## config.mk

```make
export PLATFORM = sky130hd
export DESIGN_NAME = win_timing_ctrl
export DESIGN_NICKNAME = d
export VERILOG_FILES = /design/src/rtl/win_timing_ctrl_pkg.sv /design/src/rtl/win_timing_ctrl_delay.sv /design/src/rtl/win_timing_ctrl.sv
export SDC_FILE = /design/constraint.sdc
export NUM_CORES = 1
export LEC_CHECK = 0
export CORE_MARGIN = 2
export CORE_UTILIZATION = 35
export DETAILED_ROUTE_END_ITERATION = 12
export GPL_ROUTABILITY_DRIVEN = 1
export PLACE_DENSITY_LB_ADDON = 0.2
export SETUP_SLACK_MARGIN = 0.3
export SLEW_MARGIN = 20
export SYNTH_ARGS = -nofsm -noshare
export SYNTH_HDL_FRONTEND = slang
export SYNTH_SLANG_ARGS = --single-unit
```

## constraint.sdc

```tcl
create_clock -name clk -period 3.6 [get_ports clk]
set_input_delay 0.72 -clock clk [delete_from_list [all_inputs] [get_ports clk]]
set_output_delay 0.72 -clock clk [all_outputs]
set_load 0.05 [all_outputs]
```

## src/rtl/win_timing_ctrl_pkg.sv

```systemverilog
// Shared definitions for the windowed raster timing controller:
// FSM encoding, default 720p timing, alignment-delay geometry.
package win_timing_ctrl_pkg;

    typedef enum logic [1:0] {
        ST_IDLE      = 2'd0,
        ST_ARMED     = 2'd1,
        ST_WAIT_LINE = 2'd2,
        ST_RUN       = 2'd3
    } state_t;

    localparam int TIM_H_SYNC  = 40;
    localparam int TIM_H_BACK  = 220;
    localparam int TIM_H_DISP  = 1280;
    localparam int TIM_H_FRONT = 110;
    localparam int TIM_H_TOTAL = 1650;

    localparam int TIM_V_SYNC  = 5;
    localparam int TIM_V_BACK  = 20;
    localparam int TIM_V_DISP  = 720;
    localparam int TIM_V_FRONT = 5;
    localparam int TIM_V_TOTAL = 750;

    localparam int DLY_WIDTH = 7;
    localparam int DLY_DEPTH = 2;

    // Half-open interval test [lo, hi) on counter values.
    function automatic logic in_window(input logic [10:0] val,
                                       input logic [10:0] lo,
                                       input logic [10:0] hi);
        return (val >= lo) && (val < hi);
    endfunction

endpackage

```

## src/rtl/win_timing_ctrl_delay.sv

```systemverilog
// Fixed-depth register pipeline used to align the rebuilt raster flags
// with line-buffer read data.
module sig_delay_line
    import win_timing_ctrl_pkg::*;
#(
    parameter int WIDTH = DLY_WIDTH,
    parameter int DEPTH = DLY_DEPTH
) (
    input  logic             clk,
    input  logic             rst_n,
    input  logic [WIDTH-1:0] i_d,
    output logic [WIDTH-1:0] o_q
);

    logic [WIDTH-1:0] r_pipe [DEPTH];

    // Shift register; stage 0 captures the input each clock.
    always_ff @(posedge clk or negedge rst_n) begin
        if (!rst_n) begin
            for (int i = 0; i < DEPTH; i++) begin
                r_pipe[i] <= {WIDTH{1'b0}};
            end
        end else begin
            r_pipe[0] <= i_d;
            for (int i = 1; i < DEPTH; i++) begin
                r_pipe[i] <= r_pipe[i-1];
            end
        end
    end

    assign o_q = r_pipe[DEPTH-1];

endmodule

```

## src/rtl/win_timing_ctrl.sv

```systemverilog
// Raster timing regenerator: locks to upstream vsync/hsync, drives line-buffer
// read enables, and emits window-aligned sync/valid/border flags.
module win_timing_ctrl
    import win_timing_ctrl_pkg::*;
#(
    parameter int H_SYNC  = TIM_H_SYNC,
    parameter int H_BACK  = TIM_H_BACK,
    parameter int H_DISP  = TIM_H_DISP,
    parameter int H_FRONT = TIM_H_FRONT,
    parameter int H_TOTAL = TIM_H_TOTAL,
    parameter int V_SYNC  = TIM_V_SYNC,
    parameter int V_BACK  = TIM_V_BACK,
    parameter int V_DISP  = TIM_V_DISP,
    parameter int V_FRONT = TIM_V_FRONT,
    parameter int V_TOTAL = TIM_V_TOTAL
) (
    input  logic        clk,
    input  logic        rst_n,
    input  logic        enable,
    input  logic        err_clr,
    input  logic        pre_img_vsync,
    input  logic        pre_img_hsync,
    output logic        lb1_rd_en,
    output logic        lb2_rd_en,
    output logic        out_vsync,
    output logic        out_hsync,
    output logic        out_valid,
    output logic        top_edge,
    output logic        bottom_edge,
    output logic        left_edge,
    output logic        right_edge,
    output logic [10:0] h_cnt,
    output logic [9:0]  v_cnt,
    output logic [1:0]  state,
    output logic        frame_err
);

    localparam logic [10:0] H_LAST      = 11'(H_TOTAL - 1);
    localparam logic [9:0]  V_LAST      = 10'(V_TOTAL - 1);
    localparam logic [10:0] H_SYNC_END  = 11'(H_SYNC);
    localparam logic [9:0]  V_SYNC_END  = 10'(V_SYNC);
    localparam logic [10:0] H_ACT_LO    = 11'(H_SYNC + H_BACK);
    localparam logic [10:0] H_ACT_HI    = 11'(H_SYNC + H_BACK + H_DISP);
    localparam logic [10:0] H_ACT_LAST  = 11'(H_SYNC + H_BACK + H_DISP - 1);
    localparam logic [10:0] V_ACT_LO    = 11'(V_SYNC + V_BACK);
    localparam logic [10:0] V_ACT_HI    = 11'(V_SYNC + V_BACK + V_DISP);
    localparam logic [10:0] V_ACT_LAST  = 11'(V_SYNC + V_BACK + V_DISP - 1);

    // An inconsistent timing set keeps every raster output quiet rather
    // than emitting a malformed picture.
    localparam logic TIMING_OK =
        (H_SYNC + H_BACK + H_DISP + H_FRONT == H_TOTAL) &&
        (V_SYNC + V_BACK + V_DISP + V_FRONT == V_TOTAL) &&
        (H_TOTAL > 0) && (H_TOTAL <= 2047) &&
        (V_TOTAL > 0) && (V_TOTAL <= 1023);

    state_t      r_state;
    state_t      w_state_nxt;
    logic [10:0] r_h_cnt;
    logic [10:0] w_h_nxt;
    logic [9:0]  r_v_cnt;
    logic [9:0]  w_v_nxt;
    logic        r_vs_prev;
    logic        r_hs_prev;
    logic        r_frame_err;
    logic        w_err_set;
    logic        w_vs_rise;
    logic        w_hs_rise;
    logic        w_h_wrap;
    logic        w_eof;
    logic        w_run;
    logic [10:0] w_v_ext;
    logic        w_raw_valid;
    logic        w_raw_hsync;
    logic        w_raw_vsync;
    logic [6:0]  w_raw_bus;
    logic [6:0]  w_dly_bus;

    assign w_vs_rise = pre_img_vsync & ~r_vs_prev;
    assign w_hs_rise = pre_img_hsync & ~r_hs_prev;
    assign w_h_wrap  = (r_h_cnt == H_LAST);
    assign w_eof     = w_h_wrap && (r_v_cnt == V_LAST);

    // Next-state and next-counter decode; counters are zero outside RUN.
    always_comb begin
        w_state_nxt = r_state;
        w_h_nxt     = 11'd0;
        w_v_nxt     = 10'd0;
        w_err_set   = 1'b0;
        case (r_state)
            ST_IDLE: begin
                if (enable) w_state_nxt = ST_ARMED;
                else        w_state_nxt = ST_IDLE;
            end
            ST_ARMED: begin
                if (!enable)        w_state_nxt = ST_IDLE;
                else if (w_vs_rise) w_state_nxt = ST_WAIT_LINE;
                else                w_state_nxt = ST_ARMED;
            end
            ST_WAIT_LINE: begin
                if (!enable)        w_state_nxt = ST_IDLE;
                else if (w_hs_rise) w_state_nxt = ST_RUN;
                else                w_state_nxt = ST_WAIT_LINE;
            end
            ST_RUN: begin
                // A new vsync always resyncs; it is only an error mid-frame.
                if (w_vs_rise) begin
                    w_state_nxt = ST_WAIT_LINE;
                    w_err_set   = ~w_eof;
                end else if (w_eof) begin
                    if (enable) w_state_nxt = ST_ARMED;
                    else        w_state_nxt = ST_IDLE;
                end else begin
                    w_state_nxt = ST_RUN;
                    if (w_h_wrap) begin
                        w_h_nxt = 11'd0;
                        w_v_nxt = r_v_cnt + 10'd1;
                    end else begin
                        w_h_nxt = r_h_cnt + 11'd1;
                        w_v_nxt = r_v_cnt;
                    end
                end
            end
            default: w_state_nxt = ST_IDLE;
        endcase
    end

    // State, counters, sync history and sticky error register.
    always_ff @(posedge clk or negedge rst_n) begin
        if (!rst_n) begin
            r_state     <= ST_IDLE;
            r_h_cnt     <= 11'd0;
            r_v_cnt     <= 10'd0;
            r_vs_prev   <= 1'b0;
            r_hs_prev   <= 1'b0;
            r_frame_err <= 1'b0;
        end else begin
            r_state   <= w_state_nxt;
            r_h_cnt   <= w_h_nxt;
            r_v_cnt   <= w_v_nxt;
            r_vs_prev <= pre_img_vsync;
            r_hs_prev <= pre_img_hsync;
            if (w_err_set)    r_frame_err <= 1'b1;
            else if (err_clr) r_frame_err <= 1'b0;
            else              r_frame_err <= r_frame_err;
        end
    end

    assign w_run       = (r_state == ST_RUN) && TIMING_OK;
    assign w_v_ext     = {1'b0, r_v_cnt};
    assign w_raw_valid = w_run && in_window(r_h_cnt, H_ACT_LO, H_ACT_HI)
                               && in_window(w_v_ext, V_ACT_LO, V_ACT_HI);
    assign w_raw_hsync = w_run && (r_h_cnt < H_SYNC_END);
    assign w_raw_vsync = w_run && (r_v_cnt < V_SYNC_END);

    assign lb1_rd_en = w_raw_valid;
    assign lb2_rd_en = w_raw_valid && (w_v_ext > V_ACT_LO);

    assign w_raw_bus = {w_raw_vsync,
                        w_raw_hsync,
                        w_raw_valid,
                        w_raw_valid && (w_v_ext == V_ACT_LO),
                        w_raw_valid && (w_v_ext == V_ACT_LAST),
                        w_raw_valid && (r_h_cnt == H_ACT_LO),
                        w_raw_valid && (r_h_cnt == H_ACT_LAST)};

    sig_delay_line #(
        .WIDTH (DLY_WIDTH),
        .DEPTH (DLY_DEPTH)
    ) u_dly (
        .clk   (clk),
        .rst_n (rst_n),
        .i_d   (w_raw_bus),
        .o_q   (w_dly_bus)
    );

    assign out_vsync   = w_dly_bus[6];
    assign out_hsync   = w_dly_bus[5];
    assign out_valid   = w_dly_bus[4];
    assign top_edge    = w_dly_bus[3];
    assign bottom_edge = w_dly_bus[2];
    assign left_edge   = w_dly_bus[1];
    assign right_edge  = w_dly_bus[0];

    assign h_cnt     = r_h_cnt;
    assign v_cnt     = r_v_cnt;
    assign state     = r_state;
    assign frame_err = r_frame_err;

endmodule

```

# Yosys cells after proc, flatten, opt, wreduce, memory -nomap -nowiden
# Index checks and enable logic that the tools add are counted.
[totals]
reg_bits = 40
elab_cells = 66
memories = 0
out_inout_bits = 33
ramBits = 0
latchBits = 0
rom_bits = 0
[classes]
addsub = 2
n_lt_le_gt_ge = 7
n_mul = 0
n_reduce_logical = 14
bitwise = 5
shifts = 0
n_eq_ne = 10
n_div = 0
muxes = 20
[ops]
columns = ["cell", "count"]
rows = [
  ["11-bit two-way mux", 4],
  ["10-bit two-way mux", 4],
  ["11-bit equality test (second input constant)", 2],
  ["10-bit equality test (second input constant)", 2],
  ["1-bit logical AND", 12],
  ["11-bit by 1-bit adder with 11-bit output (second input constant)", 1],
  ["11-bit by 9-bit equality test with 1-bit output (second input constant)", 1],
  ["11-bit by 9-bit greater-or-equal comparator with 1-bit output (second input constant)", 1],
  ["11-bit < comparator (second input constant)", 1],
  ["11-bit by 6-bit < comparator with 1-bit output (second input constant)", 1],
  ["10-bit by 1-bit adder with 10-bit output (second input constant)", 1],
  ["10-bit by 5-bit equality test with 1-bit output (second input constant)", 1],
  ["10-bit by 5-bit greater-or-equal comparator with 1-bit output (second input constant)", 1],
  ["10-bit by 5-bit greater-than comparator with 1-bit output (second input constant)", 1],
  ["10-bit < comparator (second input constant)", 1],
  ["10-bit by 3-bit < comparator with 1-bit output (second input constant)", 1],
  ["2-bit two-way mux", 5],
  ["2-bit case mux with 4 select lines", 1],
  ["1-bit two-way mux", 6],
  ["2-bit equality test (second input constant)", 2],
  ["4-bit inequality test (second input constant)", 1],
  ["1-bit NOT", 3],
  ["1-bit AND", 2],
  ["2-bit by 1-bit equality test with 1-bit output (second input constant)", 1],
  ["other kinds (2)", 2],
]

# Logic depth before layout (Yosys ltp)
[depth]
depth_word = 6
ltp_mapped = 7
depth_no_buf = 6

# Hierarchy
# From an unflattened synthesis, not the netlist that was laid out.
[unflattened]
cells_unflattened = 215
area_unflattened_um2 = 2169.6
[by_module_without_submodules]
columns = ["module", "cells_per_inst", "area_each_um2", "seq_area_each_um2", "instances"]
rows = [
  ["win_timing_ctrl", 194, 1766.7, 650.6, 1],
  ["sig_delay_line", 21, 402.9, 350.3, 1],
]

# Worst setup path after synthesis
# No wires, ideal clock.
[synth_timing]
path_kind = "reg-to-output"
start = "register r_h_cnt[4] (netlist: h_cnt[4])"
end = "output lb1_rd_en"
t_arrival_ns = 2.653
stages_incl_launch_ff = 5
required_ns = 2.880
slack_ns = 0.227
cell_sequence = "dfrtp_1 -> or4_1 -> o21bai_1 -> nand3b_1 -> nor3_1"
[synth_via]
elab_chain_len = 4
word_cells_on_any_way = 5
[synth_rtl]
columns = ["element", "line_no", "rtl"]
rows = [
  ["start: declaration", "win_timing_ctrl.sv:59", "logic [10:0] r_h_cnt;"],
  ["start signal: assignment", "win_timing_ctrl.sv:139", "r_h_cnt <= w_h_nxt;"],
  ["11-bit by 9-bit greater-or-equal comparator with 1-bit output / 11-bit < comparator (equally long branches)", "win_timing_ctrl_pkg.sv:31", "return (val >= lo) && (val < hi);"],
  ["1-bit logical AND (*)", "win_timing_ctrl_pkg.sv:31", ""],
  ["1-bit logical AND (*)", "win_timing_ctrl.sv:151", "assign w_raw_valid = w_run && in_window(r_h_cnt, H_ACT_LO, H_ACT_HI)"],
  ["1-bit logical AND (*)", "win_timing_ctrl.sv:152", "&& in_window(w_v_ext, V_ACT_LO, V_ACT_HI);"],
  ["end: declaration", "win_timing_ctrl.sv:23", "output logic lb1_rd_en,"],
]
# Mark *: on every way between the ends. The rest lies on a longest branch, timed or not.

# Final worst setup path
# Ends and elaborated chain as after synthesis.

==> results.yml <==
yosys:
  synth.avg_cell_area_um2: 9.81
  yosysUniqueCellTypes: 48
  synth_area_um2: 2070
  synth_edf_count: 0
  syn-num-nets: 224
  async_reset_ff_frac: 1.00
  synth-seq-area-share: 0.484
  synth.ff_latch_count: 40
  yosys_warnings: 0
  ys.flop_type: "dfrtp_1"
  syn_inst: 211
clock_network:
  numClockSinks: 40
  clkTransAtPathRegs_ns: 0.07
  numCtsBuffers: 5
  cts_resized: 0
  cts_tree: "built"
  cts_buffer_depth: 2
  clock_latency_ns: 0.29
  post_cts_buffers: 0
  holdBufCountCts: 0
  htreeDepth: 2
  clockRootBuffer: "clkbuf_8"
drt:
  wl_per_cell_um: 14.6
  dr.pass1.iters: 4
  wl_mm: 4.74
  drc: 0
  dr.first_iter.drc_count: 86
  vias: 1734
  ant_nets: 0
  detail_route.vias_per_cell: 5.35
global_route:
  track_usage: 0.158
  grt_pass1_vias: 1652
  overflow: 0
  grt_pass1_wl_mm: 8.02
  grt_max_degree: 41
  antenna_found_initial: 0
pwr:
  intPower_mw: 0.678
  swShare: 0.322
  total_power_mw: 1.00
  static-leakage-power_nw: 1.05
  power_density_nw_per_um2: 389
  peakVddDrop_mv: 0.235
  power.net_switching_mw: 0.323
  pwr-share-seq: 0.499
  p_comb_frac: 0.218
  p_clk_frac: 0.283
sta:
  period_minus_slack_ns: 3.07
  drv_slew: 0
  setup_viol: 0
  tns_ns: 0
  finalHoldViolations: 0
  rsz0062_at_grt: "false"
  period_share: 0.853
  clock.fmax_mhz: 326
  maxSlewHeadroom: 0.412
  tightest_slew_ns: 0.882
  fin_skew_ns: 0.00883
setup_path:
  start_kind: "register"
  arrival_ns: 2.35
  cp-end-kind: "output pin"
  critical_path.max_fanout: 7
  worstPathRequired_ns: 2.88
  worst-setup-path-type: "register to output pin"
die:
  die_y_um: 80.9
  core_um2: 5820
  start_util: 0.356
  dieArea_um2: 6540
  row_count: 28
  io_pins: 39
  die_w_um: 80.9
final_layout:
  antennaDiodeCount: 0
  syn_to_final_growth_pct: 24.3
  final_nets: 262
  drive_gt1_frac: 0.0843
place:
  port_buffers: 38
  dp_hpwl_mm: 3.31
  gp_congestion: 0.824
run_status:
  status: "finished clean"
min_path:
  min_path_type: "register to register"
flow_run:
  drv_cap: 0
-- power by group through the flow --
| stage | clock network, mW | logic [mW] | registers (mW) |
|---|---|---|---|
| 4_1_cts | 0.291 | 0.220 | 0.500 |
| 2_1_floorplan | 0 | 0.0662 | 0.577 |
| 5_1_grt | 0.311 | 0.235 | 0.505 |
| 3_3_place_gp | 0 | 0.218 | 0.510 |
| 6_report | 0.284 | 0.218 | 0.500 |
| 3_5_place_dp | 0 | 0.219 | 0.509 |
-- cells in the final DEF, fill, tap and decap left out, drive strengths merged, types with 7 or more instances in the layout --
cell / instances
clkdlybuf4s50: 35
nor4: 7
dfrtp: 40
nor2: 16
ha: 7
o21ai: 7
nand2: 16
inv: 11
a21oi: 7
nand4: 7
nor3: 14
nand3: 14
-- routing by layer --
layer / routed length (um) / track usage / up-vias
met5: 0 / 0 / -
met4: 91 / 0.0508 / 0
met3: 171 / 0.0356 / 8
met2: 2170 / 0.238 / 29
met1: 2300 / 0.224 / 859
li1: - / - / 838
-- final cells by class --
cell class / instances / area [um2]
Timing Repair Buffer: 41 / 393
Inverter: 11 / 41.3
Clock buffer: 6 / 72.6
Sequential cell: 40 / 1000
Tap cell: 75 / 93.8
Fill cell: 602 / 3240
Clock inverter: 1 / 5.00
Multi-Input combinational cell: 150 / 966
-- kinds of logic (layout without fill, tap and decap cells) --
family,after synthesis,in the layout,share of synthesized area
AOI/OAI and AO/OA,33,33,0.109
xor gates and xnor gates,9,9,0.0381
adders and majority gates,7,7,0.0423
buffers and inverters,21,59,0.0544
DFF,40,40,0.484
and+or+nand+nor,101,101,0.273
-- flip-flops by register name, indices dropped and copies added, names as in the netlist --
register,count
r_hs_prev,1
u_dly.o_q,7
r_vs_prev,1
v_cnt,10
state,2
frame_err,1
h_cnt,11
u_dly.r_pipe,7
-- worst max-delay path, cell delays in order, from the launching register on --
cell	delay, ns
dfrtp_1	0.45
or4_1	0.59
or3_1	0.35
o32ai_1	0.23
buf_4	0.19
nor3_2	0.05
buf_4	0.20
-- synth_stat cells, types with 3 or more instances --
library cell	n	share of area
a21oi_1	7	0.017
dfrtp_1	40	0.48
nand2_1	16	0.029
o21bai_1	3	0.011
inv_1	11	0.020
nor3_1	14	0.034
xnor2_1	5	0.021
xor2_1	4	0.017
clkbuf_1	4	0.0073
nor2_1	16	0.029
ha_1	7	0.042
nor2b_1	3	0.0091
o21ai_0	7	0.017
or4_1	4	0.015
nand3_1	14	0.034
nand4_1	7	0.021
nor4_1	6	0.018
-- path summary, 6_finish.rpt --
check / start / end / slack (ns) / cells past startpoint
worst max-delay path: h_cnt[4]$_DFF_PN0_ / lb1_rd_en / 0.53 / 6
worst min-delay path: u_dly.r_pipe[10]$_DFF_PN0_ / u_dly.o_q[3]$_DFF_PN0_ / 0.35 / 0
worst max register to register: h_cnt[2]$_DFF_PN0_ / v_cnt[7]$_DFFE_PN0P_ / 1.27 / 4
worst min register to register: u_dly.r_pipe[10]$_DFF_PN0_ / u_dly.o_q[3]$_DFF_PN0_ / 0.35 / 0
max in group asynchronous: rst_n / u_dly.o_q[6]$_DFF_PN0_ / 2.50 / 1
min in group asynchronous: rst_n / v_cnt[1]$_DFFE_PN0P_ / 0.55 / 1
-- per-stage QoR --
step                       util  worst slack (ns)  instance area (um2)  hold slack [ns]  std cells
final                     0.442             0.528                 2570            0.350        324
after global routing      0.442             0.426                 2570            0.354        324
after CTS                 0.442             0.529                 2570            0.353        324
after detailed placement  0.429             0.858                 2490            0.336        317
after global placement    0.429             0.884                 2490            0.332        317
after floorplan               -             0.494                 2080            0.331        211
(Power assumes the default switching activity.)
